## src/rtl/exe_stage_md.sv

```systemverilog
// Execute stage with ALU, optionally pipelined multiplier, iterative divider and sub-word stores.
// Define EXE_PIPE_MUL_EN to register the multiplier product (adds one stall cycle per MUL).
module exe_stage_md #(
   parameter int DATA_W = 32,
   parameter int SB_W   = DATA_W / 8
) (
   input  logic              clk,
   input  logic              reset,
   input  logic              ms_allowin,
   output logic              es_allowin,
   input  logic              es_flush,
   input  logic              ds_to_es_valid,
   input  logic [1:0]        ds_op_class,
   input  logic [11:0]       ds_alu_op,
   input  logic [1:0]        ds_md_op,
   input  logic [DATA_W-1:0] ds_src1,
   input  logic [DATA_W-1:0] ds_src2,
   input  logic [DATA_W-1:0] ds_store_data,
   input  logic              ds_mem_we,
   input  logic              ds_res_from_mem,
   input  logic [1:0]        ds_mem_size,
   input  logic              ds_gr_we,
   input  logic [4:0]        ds_dest,
   input  logic [31:0]       ds_pc,
   output logic              es_to_ms_valid,
   output logic [DATA_W-1:0] es_result,
   output logic              es_res_from_mem,
   output logic              es_gr_we,
   output logic [1:0]        es_mem_size,
   output logic [4:0]        es_dest,
   output logic [31:0]       es_pc,
   output logic              es_ale,
   output logic              data_sram_en,
   output logic [SB_W-1:0]   data_sram_we,
   output logic [31:0]       data_sram_addr,
   output logic [DATA_W-1:0] data_sram_wdata
);

   localparam int SH_W   = $clog2(DATA_W);
   localparam int LANE_W = $clog2(SB_W);
   localparam int CNT_W  = $clog2(DATA_W + 1);
   localparam logic [CNT_W-1:0] CNT_INIT = CNT_W'(DATA_W);
   localparam logic [CNT_W-1:0] CNT_ONE  = {{(CNT_W-1){1'b0}}, 1'b1};
   localparam logic [1:0] CLS_ALU = 2'd0;
   localparam logic [1:0] CLS_MUL = 2'd1;
   localparam logic [1:0] CLS_DIV = 2'd2;
   localparam logic [1:0] CLS_MEM = 2'd3;

   typedef enum logic [1:0] {
      DIV_IDLE = 2'd0,
      DIV_BUSY = 2'd1,
      DIV_DONE = 2'd2
   } div_state_e;

   // One-hot ALU: add sub slt sltu and nor or xor sll srl sra lui
   function automatic logic [DATA_W-1:0] alu_f(input logic [11:0] op,
                                               input logic [DATA_W-1:0] a,
                                               input logic [DATA_W-1:0] b);
      logic [SH_W-1:0] sh;
      sh = b[SH_W-1:0];
      return ({DATA_W{op[0]}}  & (a + b))
           | ({DATA_W{op[1]}}  & (a - b))
           | ({DATA_W{op[2]}}  & {{(DATA_W-1){1'b0}}, ($signed(a) < $signed(b))})
           | ({DATA_W{op[3]}}  & {{(DATA_W-1){1'b0}}, (a < b)})
           | ({DATA_W{op[4]}}  & (a & b))
           | ({DATA_W{op[5]}}  & ~(a | b))
           | ({DATA_W{op[6]}}  & (a | b))
           | ({DATA_W{op[7]}}  & (a ^ b))
           | ({DATA_W{op[8]}}  & (a << sh))
           | ({DATA_W{op[9]}}  & (a >> sh))
           | ({DATA_W{op[10]}} & $unsigned($signed(a) >>> sh))
           | ({DATA_W{op[11]}} & b);
   endfunction

   logic              es_valid_r;
   logic [1:0]        op_class_r;
   logic [11:0]       alu_op_r;
   logic [1:0]        md_op_r;
   logic [DATA_W-1:0] src1_r, src2_r, store_data_r;
   logic              mem_we_r, res_from_mem_r, gr_we_r;
   logic [1:0]        mem_size_r;
   logic [4:0]        dest_r;
   logic [31:0]       pc_r;

   logic              es_ready_go_s, handoff_s;
   logic [DATA_W-1:0] alu_res_s;

   div_state_e        div_state_r;
   logic [CNT_W-1:0]  count_r;
   logic [DATA_W-1:0] quo_r, rem_r, dvsr_r;
   logic              neg_q_r, neg_r_r;

   assign alu_res_s      = alu_f(alu_op_r, src1_r, src2_r);
   assign handoff_s      = es_valid_r && es_ready_go_s && ms_allowin;
   assign es_allowin     = !es_valid_r || (es_ready_go_s && ms_allowin);
   assign es_to_ms_valid = es_valid_r && es_ready_go_s && !es_flush;

   // Stage valid bit: flush wins over acceptance
   always_ff @(posedge clk or posedge reset) begin
      if (reset) begin
         es_valid_r <= 1'b0;
      end else if (es_flush) begin
         es_valid_r <= 1'b0;
      end else if (es_allowin) begin
         es_valid_r <= ds_to_es_valid;
      end
   end

   // Payload capture
   always_ff @(posedge clk or posedge reset) begin
      if (reset) begin
         op_class_r     <= 2'd0;
         alu_op_r       <= 12'd0;
         md_op_r        <= 2'd0;
         src1_r         <= {DATA_W{1'b0}};
         src2_r         <= {DATA_W{1'b0}};
         store_data_r   <= {DATA_W{1'b0}};
         mem_we_r       <= 1'b0;
         res_from_mem_r <= 1'b0;
         mem_size_r     <= 2'd0;
         gr_we_r        <= 1'b0;
         dest_r         <= 5'd0;
         pc_r           <= 32'd0;
      end else if (ds_to_es_valid && es_allowin && !es_flush) begin
         op_class_r     <= ds_op_class;
         alu_op_r       <= ds_alu_op;
         md_op_r        <= ds_md_op;
         src1_r         <= ds_src1;
         src2_r         <= ds_src2;
         store_data_r   <= ds_store_data;
         mem_we_r       <= ds_mem_we;
         res_from_mem_r <= ds_res_from_mem;
         mem_size_r     <= ds_mem_size;
         gr_we_r        <= ds_gr_we;
         dest_r         <= ds_dest;
         pc_r           <= ds_pc;
      end
   end

   // ---------------- multiplier ----------------
   logic                mul_sgn_s;
   logic [2*DATA_W+1:0] mul_a_s, mul_b_s, mul_prod_s;
   logic [1:0]          mul_unused_s;
   logic [DATA_W-1:0]   mul_comb_s, mul_val_s;
   logic                mul_ready_s;

   // Operands are sign/zero extended so one unsigned multiply serves all three forms
   always_comb begin
      mul_sgn_s    = (md_op_r == 2'd1);
      mul_a_s      = {{(DATA_W+2){mul_sgn_s & src1_r[DATA_W-1]}}, src1_r};
      mul_b_s      = {{(DATA_W+2){mul_sgn_s & src2_r[DATA_W-1]}}, src2_r};
      mul_prod_s   = mul_a_s * mul_b_s;
      mul_unused_s = mul_prod_s[2*DATA_W+1:2*DATA_W];
      case (md_op_r)
         2'd0:    mul_comb_s = mul_prod_s[DATA_W-1:0];
         2'd1:    mul_comb_s = mul_prod_s[2*DATA_W-1:DATA_W];
         2'd2:    mul_comb_s = mul_prod_s[2*DATA_W-1:DATA_W];
         default: mul_comb_s = mul_prod_s[DATA_W-1:0];
      endcase
   end

`ifdef EXE_PIPE_MUL_EN
   logic              mul_done_r;
   logic [DATA_W-1:0] mul_res_r;

   // Product register, held until handoff
   always_ff @(posedge clk or posedge reset) begin
      if (reset) begin
         mul_done_r <= 1'b0;
         mul_res_r  <= {DATA_W{1'b0}};
      end else if (es_flush) begin
         mul_done_r <= 1'b0;
         mul_res_r  <= {DATA_W{1'b0}};
      end else if (handoff_s) begin
         mul_done_r <= 1'b0;
      end else if (es_valid_r && (op_class_r == CLS_MUL) && !mul_done_r) begin
         mul_done_r <= 1'b1;
         mul_res_r  <= mul_comb_s;
      end
   end

   assign mul_ready_s = mul_done_r;
   assign mul_val_s   = mul_res_r;
`else
   assign mul_ready_s = 1'b1;
   assign mul_val_s   = mul_comb_s;
`endif

   // ---------------- divider ----------------
   logic              div_signed_s, a_neg_s, b_neg_s, q_bit_s;
   logic [DATA_W-1:0] a_abs_s, b_abs_s, rem_nxt_s, q_fix_s, r_fix_s, div_val_s;
   logic [DATA_W:0]   rem_sh_s, diff_s;

   // Restoring step and sign correction
   always_comb begin
      div_signed_s = ~md_op_r[1];
      a_neg_s      = div_signed_s & src1_r[DATA_W-1];
      b_neg_s      = div_signed_s & src2_r[DATA_W-1];
      a_abs_s      = a_neg_s ? (-src1_r) : src1_r;
      b_abs_s      = b_neg_s ? (-src2_r) : src2_r;
      rem_sh_s     = {rem_r, quo_r[DATA_W-1]};
      diff_s       = rem_sh_s - {1'b0, dvsr_r};
      q_bit_s      = ~diff_s[DATA_W];
      rem_nxt_s    = q_bit_s ? diff_s[DATA_W-1:0] : rem_sh_s[DATA_W-1:0];
      if (src2_r == {DATA_W{1'b0}}) begin
         q_fix_s = {DATA_W{1'b1}};
         r_fix_s = src1_r;
      end else begin
         q_fix_s = neg_q_r ? (-quo_r) : quo_r;
         r_fix_s = neg_r_r ? (-rem_r) : rem_r;
      end
      div_val_s = md_op_r[0] ? r_fix_s : q_fix_s;
   end

   // Divider FSM: IDLE latches operands, BUSY iterates DATA_W times, DONE holds result
   always_ff @(posedge clk or posedge reset) begin
      if (reset) begin
         div_state_r <= DIV_IDLE;
         count_r     <= {CNT_W{1'b0}};
         quo_r       <= {DATA_W{1'b0}};
         rem_r       <= {DATA_W{1'b0}};
         dvsr_r      <= {DATA_W{1'b0}};
         neg_q_r     <= 1'b0;
         neg_r_r     <= 1'b0;
      end else if (es_flush) begin
         div_state_r <= DIV_IDLE;
      end else begin
         case (div_state_r)
            DIV_IDLE: begin
               if (es_valid_r && (op_class_r == CLS_DIV)) begin
                  div_state_r <= DIV_BUSY;
                  count_r     <= CNT_INIT;
                  quo_r       <= a_abs_s;
                  rem_r       <= {DATA_W{1'b0}};
                  dvsr_r      <= b_abs_s;
                  neg_q_r     <= a_neg_s ^ b_neg_s;
                  neg_r_r     <= a_neg_s;
               end
            end
            DIV_BUSY: begin
               rem_r   <= rem_nxt_s;
               quo_r   <= {quo_r[DATA_W-2:0], q_bit_s};
               count_r <= count_r - CNT_ONE;
               if (count_r == CNT_ONE) begin
                  div_state_r <= DIV_DONE;
               end
            end
            DIV_DONE: begin
               if (handoff_s) begin
                  div_state_r <= DIV_IDLE;
               end
            end
            default: div_state_r <= DIV_IDLE;
         endcase
      end
   end

   // ---------------- memory access ----------------
   logic              is_mem_s, misalign_s;
   logic [SB_W-1:0]   size_mask_s;
   logic [DATA_W-1:0] wdata_s;

   // Byte-lane mask, alignment check and lane replication of the store value
   always_comb begin
      size_mask_s = {SB_W{1'b0}};
      case (mem_size_r)
         2'd0: begin
            size_mask_s[0] = 1'b1;
            misalign_s     = 1'b0;
            wdata_s        = {SB_W{store_data_r[7:0]}};
         end
         2'd1: begin
            size_mask_s[1:0] = 2'b11;
            misalign_s       = alu_res_s[0];
            wdata_s          = {(SB_W/2){store_data_r[15:0]}};
         end
         2'd2: begin
            size_mask_s[3:0] = 4'hF;
            misalign_s       = (alu_res_s[1:0] != 2'd0);
            wdata_s          = {(DATA_W/32){store_data_r[31:0]}};
         end
         default: begin
            size_mask_s = {SB_W{1'b1}};
            misalign_s  = (DATA_W == 32) || (alu_res_s[2:0] != 3'd0);
            wdata_s     = store_data_r;
         end
      endcase
   end

   assign is_mem_s        = es_valid_r && (op_class_r == CLS_MEM);
   assign es_ale          = is_mem_s && misalign_s;
   assign data_sram_en    = is_mem_s && !misalign_s && !es_flush;
   assign data_sram_we    = (is_mem_s && mem_we_r && !misalign_s && ms_allowin && !es_flush)
                            ? (size_mask_s << alu_res_s[LANE_W-1:0]) : {SB_W{1'b0}};
   assign data_sram_addr  = alu_res_s[31:0];
   assign data_sram_wdata = wdata_s;

   // Ready-go and result select per op class
   always_comb begin
      es_ready_go_s = 1'b1;
      es_result     = alu_res_s;
      case (op_class_r)
         CLS_ALU: begin
            es_ready_go_s = 1'b1;
            es_result     = alu_res_s;
         end
         CLS_MUL: begin
            es_ready_go_s = mul_ready_s;
            es_result     = mul_val_s;
         end
         CLS_DIV: begin
            es_ready_go_s = (div_state_r == DIV_DONE);
            es_result     = div_val_s;
         end
         CLS_MEM: begin
            es_ready_go_s = 1'b1;
            es_result     = alu_res_s;
         end
         default: begin
            es_ready_go_s = 1'b1;
            es_result     = alu_res_s;
         end
      endcase
   end

   assign es_res_from_mem = res_from_mem_r;
   assign es_gr_we        = gr_we_r;
   assign es_mem_size     = mem_size_r;
   assign es_dest         = dest_r;
   assign es_pc           = pc_r;

endmodule

```

## config.mk

```make
export PLATFORM = sky130hd
export DESIGN_NAME = exe_stage_md
export DESIGN_NICKNAME = d
export VERILOG_FILES = /design/src/rtl/exe_stage_md.sv
export SDC_FILE = /design/constraint.sdc
export NUM_CORES = 2
export LEC_CHECK = 0
export BUFFER_PORTS_ARGS = -buffer_cell sky130_fd_sc_hd__buf_4
export CORE_MARGIN = 2
export CORE_UTILIZATION = 34
export DETAILED_ROUTE_END_ITERATION = 10
export HOLD_SLACK_MARGIN = 0.15
export PLACE_DENSITY = 0.53
export SLEW_MARGIN = 10
export SYNTH_ARGS = -nofsm -noshare
export SYNTH_HDL_FRONTEND = slang
export SYNTH_SLANG_ARGS = --single-unit
```

## constraint.sdc

```tcl
create_clock -name clk -period 8.8 [get_ports clk]
set_input_delay 0.44 -clock clk [delete_from_list [all_inputs] [get_ports clk]]
set_output_delay 0.44 -clock clk [all_outputs]
set_load 0.005 [all_outputs]
```

# Yosys cells after proc, flatten, opt, wreduce, memory -nomap -nowiden
# Cells that the tools add are included.
word_totals:
  register_bits: 261
  elab_cells: 146
  input_bits: 159
  out_inout_bits: 145
classes:
  shift: 4
  order_cmp: 2
  reduce_logical: 33
  n_addsub: 8
  n_mux: 29
  bitwise_logic: 35
  mul: 1
  eq_ne: 14
op_table:
  columns: ["op", "n"]
  rows:
  - ["$or 32x32->32", 12]
  - ["$and 32x32->32", 11]
  - ["$mux 32", 11]
  - ["$pmux 32 s2", 3]
  - ["$neg 32->32", 4]
  - ["$pmux 32 s3", 1]
  - ["$and 32x1->32", 2]
  - ["$lt 32x32->1", 2]
  - ["$mul 33x33->64", 1]
  - ["$sub 33x32->33", 1]
  - ["$add 32x32->32", 1]
  - ["$logic_not 32->1", 1]
  - ["$not 32->32", 1]
  - ["$shl 32x5->32", 1]
  - ["$shr 32x5->32", 1]
  - ["$sshr 32x5->32", 1]
  - ["$sub 32x32->32", 1]
  - ["$xor 32x32->32", 1]
  - ["$logic_and 1x1->1", 15]
  - ["$pmux 6 s2", 1]
  - ["$eq 2x2->1 const B", 5]
  - ["$mux 2", 5]
  - ["$ne 3x3->1 const B", 3]
  - ["$reduce_and 3->1", 3]
  - ["20 further kinds", 38]

# Logic depth before layout (Yosys ltp)
logic_depth:
  depth_word: 20
  depth_mapped: 35
  mapped_depth_nobuf: 31

# Least setup slack after synthesis
# Ideal clock, no wire load.
synth_timing:
  path_type: "register to output"
  start: "reg src2_r[3]"
  end: "out es_result[31]"
  setup_slack_ns: -0.790
  path_stages_with_launch: 32
  arrival_time_ns: 9.150
  cell_sequence: "dfrtp_1 > clkbuf_1 > clkbuf_1 > buf_1 > clkbuf_1 > clkbuf_1 > buf_1 > nand3_1 > inv_1 > fa_1 > fa_1 > fa_1 > fa_1 > inv_1 > fa_1 > inv_1 > fa_1 > inv_1 > fa_1 > fa_1 > inv_1 > ha_1 > a21o_1 > a21o_1 > a21oi_1 > o211ai_1 > o211ai_1 > a31oi_1 > a221oi_1 > nor3b_1 > a31o_2 > a221oi_1"
synth_between:
  elab_chain_len: 14
  word_cells_on_any_way: 28
  classes_between: "add/sub: 2; mul: 1; shift: 3; mux: 5; bitwise: 16; reduce/logical: 1"
synth_lines:
  columns: ["item", "line_no", "text"]
  rows:
  - ["start, declared", "79", "logic [DATA_W-1:0] src1_r, src2_r, store_data_r;"]
  - ["start signal, assigned", "116", "src2_r <= {DATA_W{1'b0}};"]
  - ["start signal, assigned", "129", "src2_r <= ds_src2;"]
  - ["$add 32x32->32 or $sub 32x32->32 (tied branches)", "61, 62", null]
  - ["$and 32x32->32 (on tied branches)", "61, 62", null]
  - ["$or 32x32->32", "62", "| ({DATA_W{op[1]}} & (a - b))"]
  - ["$or 32x32->32", "63", "| ({DATA_W{op[2]}} & {{(DATA_W-1){1'b0}}, ($signed(a) < $signed(b))})"]
  - ["$or 32x32->32", "64", "| ({DATA_W{op[3]}} & {{(DATA_W-1){1'b0}}, (a < b)})"]
  - ["$or 32x32->32", "65", "| ({DATA_W{op[4]}} & (a & b))"]
  - ["$or 32x32->32", "66", "| ({DATA_W{op[5]}} & ~(a | b))"]
  - ["$or 32x32->32", "67", "| ({DATA_W{op[6]}} & (a | b))"]
  - ["$or 32x32->32", "68", "| ({DATA_W{op[7]}} & (a ^ b))"]
  - ["$or 32x32->32", "69", "| ({DATA_W{op[8]}} & (a << sh))"]
  - ["$or 32x32->32", "70", "| ({DATA_W{op[9]}} & (a >> sh))"]
  - ["$or 32x32->32", "71", "| ({DATA_W{op[10]}} & $unsigned($signed(a) >>> sh))"]
  - ["$or 32x32->32", "72", "| ({DATA_W{op[11]}} & b);"]
  - ["$pmux 32 s3 (*)", "302", "case (op_class_r)"]
  - ["end, declared", "26", "output logic [DATA_W-1:0] es_result,"]
# Mark *: on every way between the ends. The rest lies on a longest branch, timed or not.

# Worst setup path in the final report
layout_timing:
  start: "reg md_op_r[0]"
  end: "out es_result[27]"
layout_between:
  elab_chain_len: 5
  word_cells_on_any_way: 9
  classes_between: "mul: 1; eq/ne: 2; mux: 3; bitwise: 2; reduce/logical: 1"
layout_lines:
  columns: ["item", "line_no", "text"]
  rows:
  - ["start, declared", "78", "logic [1:0] md_op_r;"]
  - ["start signal, assigned", "127", "md_op_r <= ds_md_op;"]
  - ["$eq 2x1->1", "149, 154", null]
  - ["$and 1x1->1 (on tied branches)", "150, 151", null]
  - ["$mul 33x33->64", "152", "mul_prod_s = mul_a_s * mul_b_s;"]
  - ["$mux 32", "154", "case (md_op_r)"]
  - ["$pmux 32 s3 (*)", "302", null]
# Marked as above.

==> results.json <==
{
  "outcome": "finished, violations left",
  "failed_checks": "setup timing",
  "hp-start": "ds_alu_op[10]",
  "place_inst": 10510,
  "r2r_slack_ns": 3.73,
  "fin_cells": 10740,
  "synth_async_sr_flop_share": 1.00,
  "final_antenna_net_count": 0,
  "synthesis.nets": 9068,
  "die_w_um": 432,
  "max_stage_delay_ns": 0.64,
  "gp_congestion": 1.04,
  "synth-main-ff-cell": "dfrtp_1",
  "wl_um": 311000,
  "cp-end-kind": "output pin",
  "critPathMaxFanout": 8,
  "grt_pass1_vias": 61534,
  "track_usage": 0.334,
  "first_pass_iters": 9,
  "grt_overflow": 0,
  "r2r_end": "rem_r[4]",
  "die_y_um": 432,
  "critPathMostFrequentCell": "fa_1",
  "synth_seq_cells": 261,
  "finalNetCount": 9967,
  "fmax_mhz": 103,
  "core_area_um2": 183000,
  "synth.distinct_cells": 86,
  "syn_area_um2": 62300,
  "io_pins": 304,
  "postLayoutCoreUtil": 0.430,
  "drt_iter0_drc": 6055,
  "start_util": 0.341,
  "rows": 157,
  "rsz0062_at_grt": "true",
  "slew_headroom": 0.0506,
  "drc": 0,
  "rr_startpoint": "quo_r[31]",
  "maxCapViolCount": 0,
  "fin_ws_ns": -0.863,
  "area_growth_pct": 25.9,
  "whs_path_depth": 3,
  "worstSetupPathType": "flop to output pin",
  "die-area_um2": 187000,
  "worst_pin_slew_ns": 1.42,
  "worst_skew_pair.late_latency_ns": 0.66,
  "cts_tree": "yes",
  "antenna_found_initial": 13,
  "fillers": 18380,
  "crit_path_top_delay_cell": "fa_2",
  "dp_slack_ns": -0.794,
  "grt_pass1_wl_um": 449000,
  "synth_area_per_cell_um2": 8.39,
  "wl_per_cell_um": 29.0,
  "drive_above_1_share": 0.209,
  "synth_edf_count": 0,
  "worst_ep_arrival_time_ns": 9.22,
  "start_kind": "flop",
  "hold_viol": 0,
  "period_share": 1.10,
  "hold-path-endpoint": "alu_op_r[10]",
  "setup_viol": 30,
  "num_vias": 59300,
  "clockBufferDepth": 3,
  "clk_pin_slew_ns": 0.06,
  "cts_sinks": 261,
  "clockRootBuffer": "clkbuf_16",
  "required_ns": 8.36,
  "grt_start_max_net_pins": 112,
  "synthCells": 7430,
  "startpoint": "md_op_r[0]",
  "worstHoldPathType": "input port to flop",
  "cts_buffers": 39,
  "place.detailed.hpwl_um": 256000,
  "port_buffers": 303,
  "yosysWarnings": 0,
  "skew_ns": 0.0586,
  "r2r_cells": 14,
  "min_period_ns": 9.66,
  "htreeDepth": 2,
  "final_max_slew_viol_count": 0,
  "via_per_inst": 5.52,
  "ys_seq_area_frac": 0.105
}
metal layers:
metal  GRT usage  wire (um)
met3      0.0548      24400
met2       0.511     137000
met5           0         60
met4       0.214      24800
met1       0.438     125000
logic make-up (layout without fill, tap and decap cells):
group,Yosys count,after routing,synth area share
other,0,2,0
XOR/XNOR,219,219,0.0308
flip-flops,261,261,0.105
AND/OR/NAND/NOR,2108,2108,0.141
adder cells (fa/ha/maj),1479,1479,0.433
buffers and inverters,1868,2791,0.114
multiplexers,247,247,0.0489
AO/OA/AOI/OAI,1248,1248,0.128
per-stage QoR:
stage	TNS [ns]	cell area, um2	hold WS (ns)
after detailed placement	-9.61	73600	0.472
after floorplan	-0.0536	62400	0.450
after global placement	-8.93	73600	0.469
after global routing	-20.27	78500	0.160
final	-13.59	78500	0.159
after CTS	-13.06	77400	0.151
registers in the layout, indices dropped and copies added (netlist names), 5 cells and up:
signal        flops
alu_op_r         12
count_r           6
dvsr_r           32
es_dest           5
es_pc            32
quo_r            32
rem_r            32
src1_r           32
src2_r           32
store_data_r     32
cells in the mapped netlist, drive strengths merged, types with 28 or more instances:
library cell,instances,area share
clkbuf,354,0.021
xnor2,144,0.020
o31ai,39,0.0047
mux2,113,0.020
o21a,28,0.0034
mux2i,99,0.016
a31oi,33,0.0033
nand2,1186,0.071
a221oi,44,0.0063
nand2b,29,0.0029
o21ai,427,0.034
a211oi,64,0.0077
fa,1128,0.36
nor2,533,0.032
nor3,58,0.0047
o211ai,33,0.0041
a21o,52,0.0063
mux4,35,0.013
nand4,28,0.0028
nand3,78,0.0063
dfrtp,261,0.10
nor2b,35,0.0035
xor2,75,0.011
buf,135,0.0094
a21oi,265,0.021
inv,1359,0.082
ha,351,0.070
and3,36,0.0036
cell usage in the layout (no fill, tap or decap), types with 35 or more instances in the layout:
master and n:
ha_1 327, nand2_1 1167, mux2_2 112, o21ai_0 392, nor3_1 56, buf_12 99, inv_1 1318, a211oi_1 53
dfrtp_1 243, nor2_1 516, a21o_1 52, buf_4 1033, dlygate4sd3_1 127, fa_1 1109, nand3_1 73, mux2i_1 98
buf_6 85, xor2_1 66, mux4_2 35, o31ai_1 37, a21oi_1 237, clkbuf_16 39, inv_2 37, xnor2_1 133
repair_timing:
| action | in CTS | in global routing |
|---|---|---|
| setup endpoints to repair | 32 | 32 |
| pin swaps | 109 | 159 |
| hold buffers | 127 | 0 |
| buffers inserted | 35 | 32 |
| cloned | 1 | 0 |
| gates resized for setup | 248 | 212 |
| hold endpoints to repair | 233 | 0 |
worst max path at each step:
| stage | cells past startpoint | slack [ns] | to |
|---|---|---|---|
| floorplan | 31 | -0.05 | es_result[31] |
| global placement | 32 | -0.76 | es_result[31] |
| detailed placement | 32 | -0.79 | es_result[31] |
| CTS | 33 | -0.91 | es_result[31] |
| global route | 36 | -1.12 | es_result[31] |
| finish | 36 | -0.86 | es_result[27] |
final cells by class:
| type | count | area [um2] | area share |
|---|---|---|---|
| Multi-Input combinational cell | 5301 | 50400 | 0.642 |
| Clock buffer | 50 | 1070 | 0.0136 |
| Sequential cell | 261 | 6560 | 0.0836 |
| Timing Repair Buffer | 1347 | 12000 | 0.153 |
| Antenna cell | 2 | 5.00 | 0.0000638 |
| Inverter | 1379 | 5220 | 0.0665 |
| Tap cell | 2385 | 2980 | 0.0380 |
| Clock inverter | 15 | 235 | 0.00300 |
critical path, delay by kind of cell, from the launching register on:
kind            cells  cell delay [ns]
buf+inv            14             1.51
simple gates        6             0.66
fa+ha+maj          10             4.87
flops               1             0.41
xor+xnor            1             0.19
compound gates      5             0.90
Power is left out: the tool's default activity adds up to more than one toggle a clock period on the data nets, which glitch-free logic cannot reach.
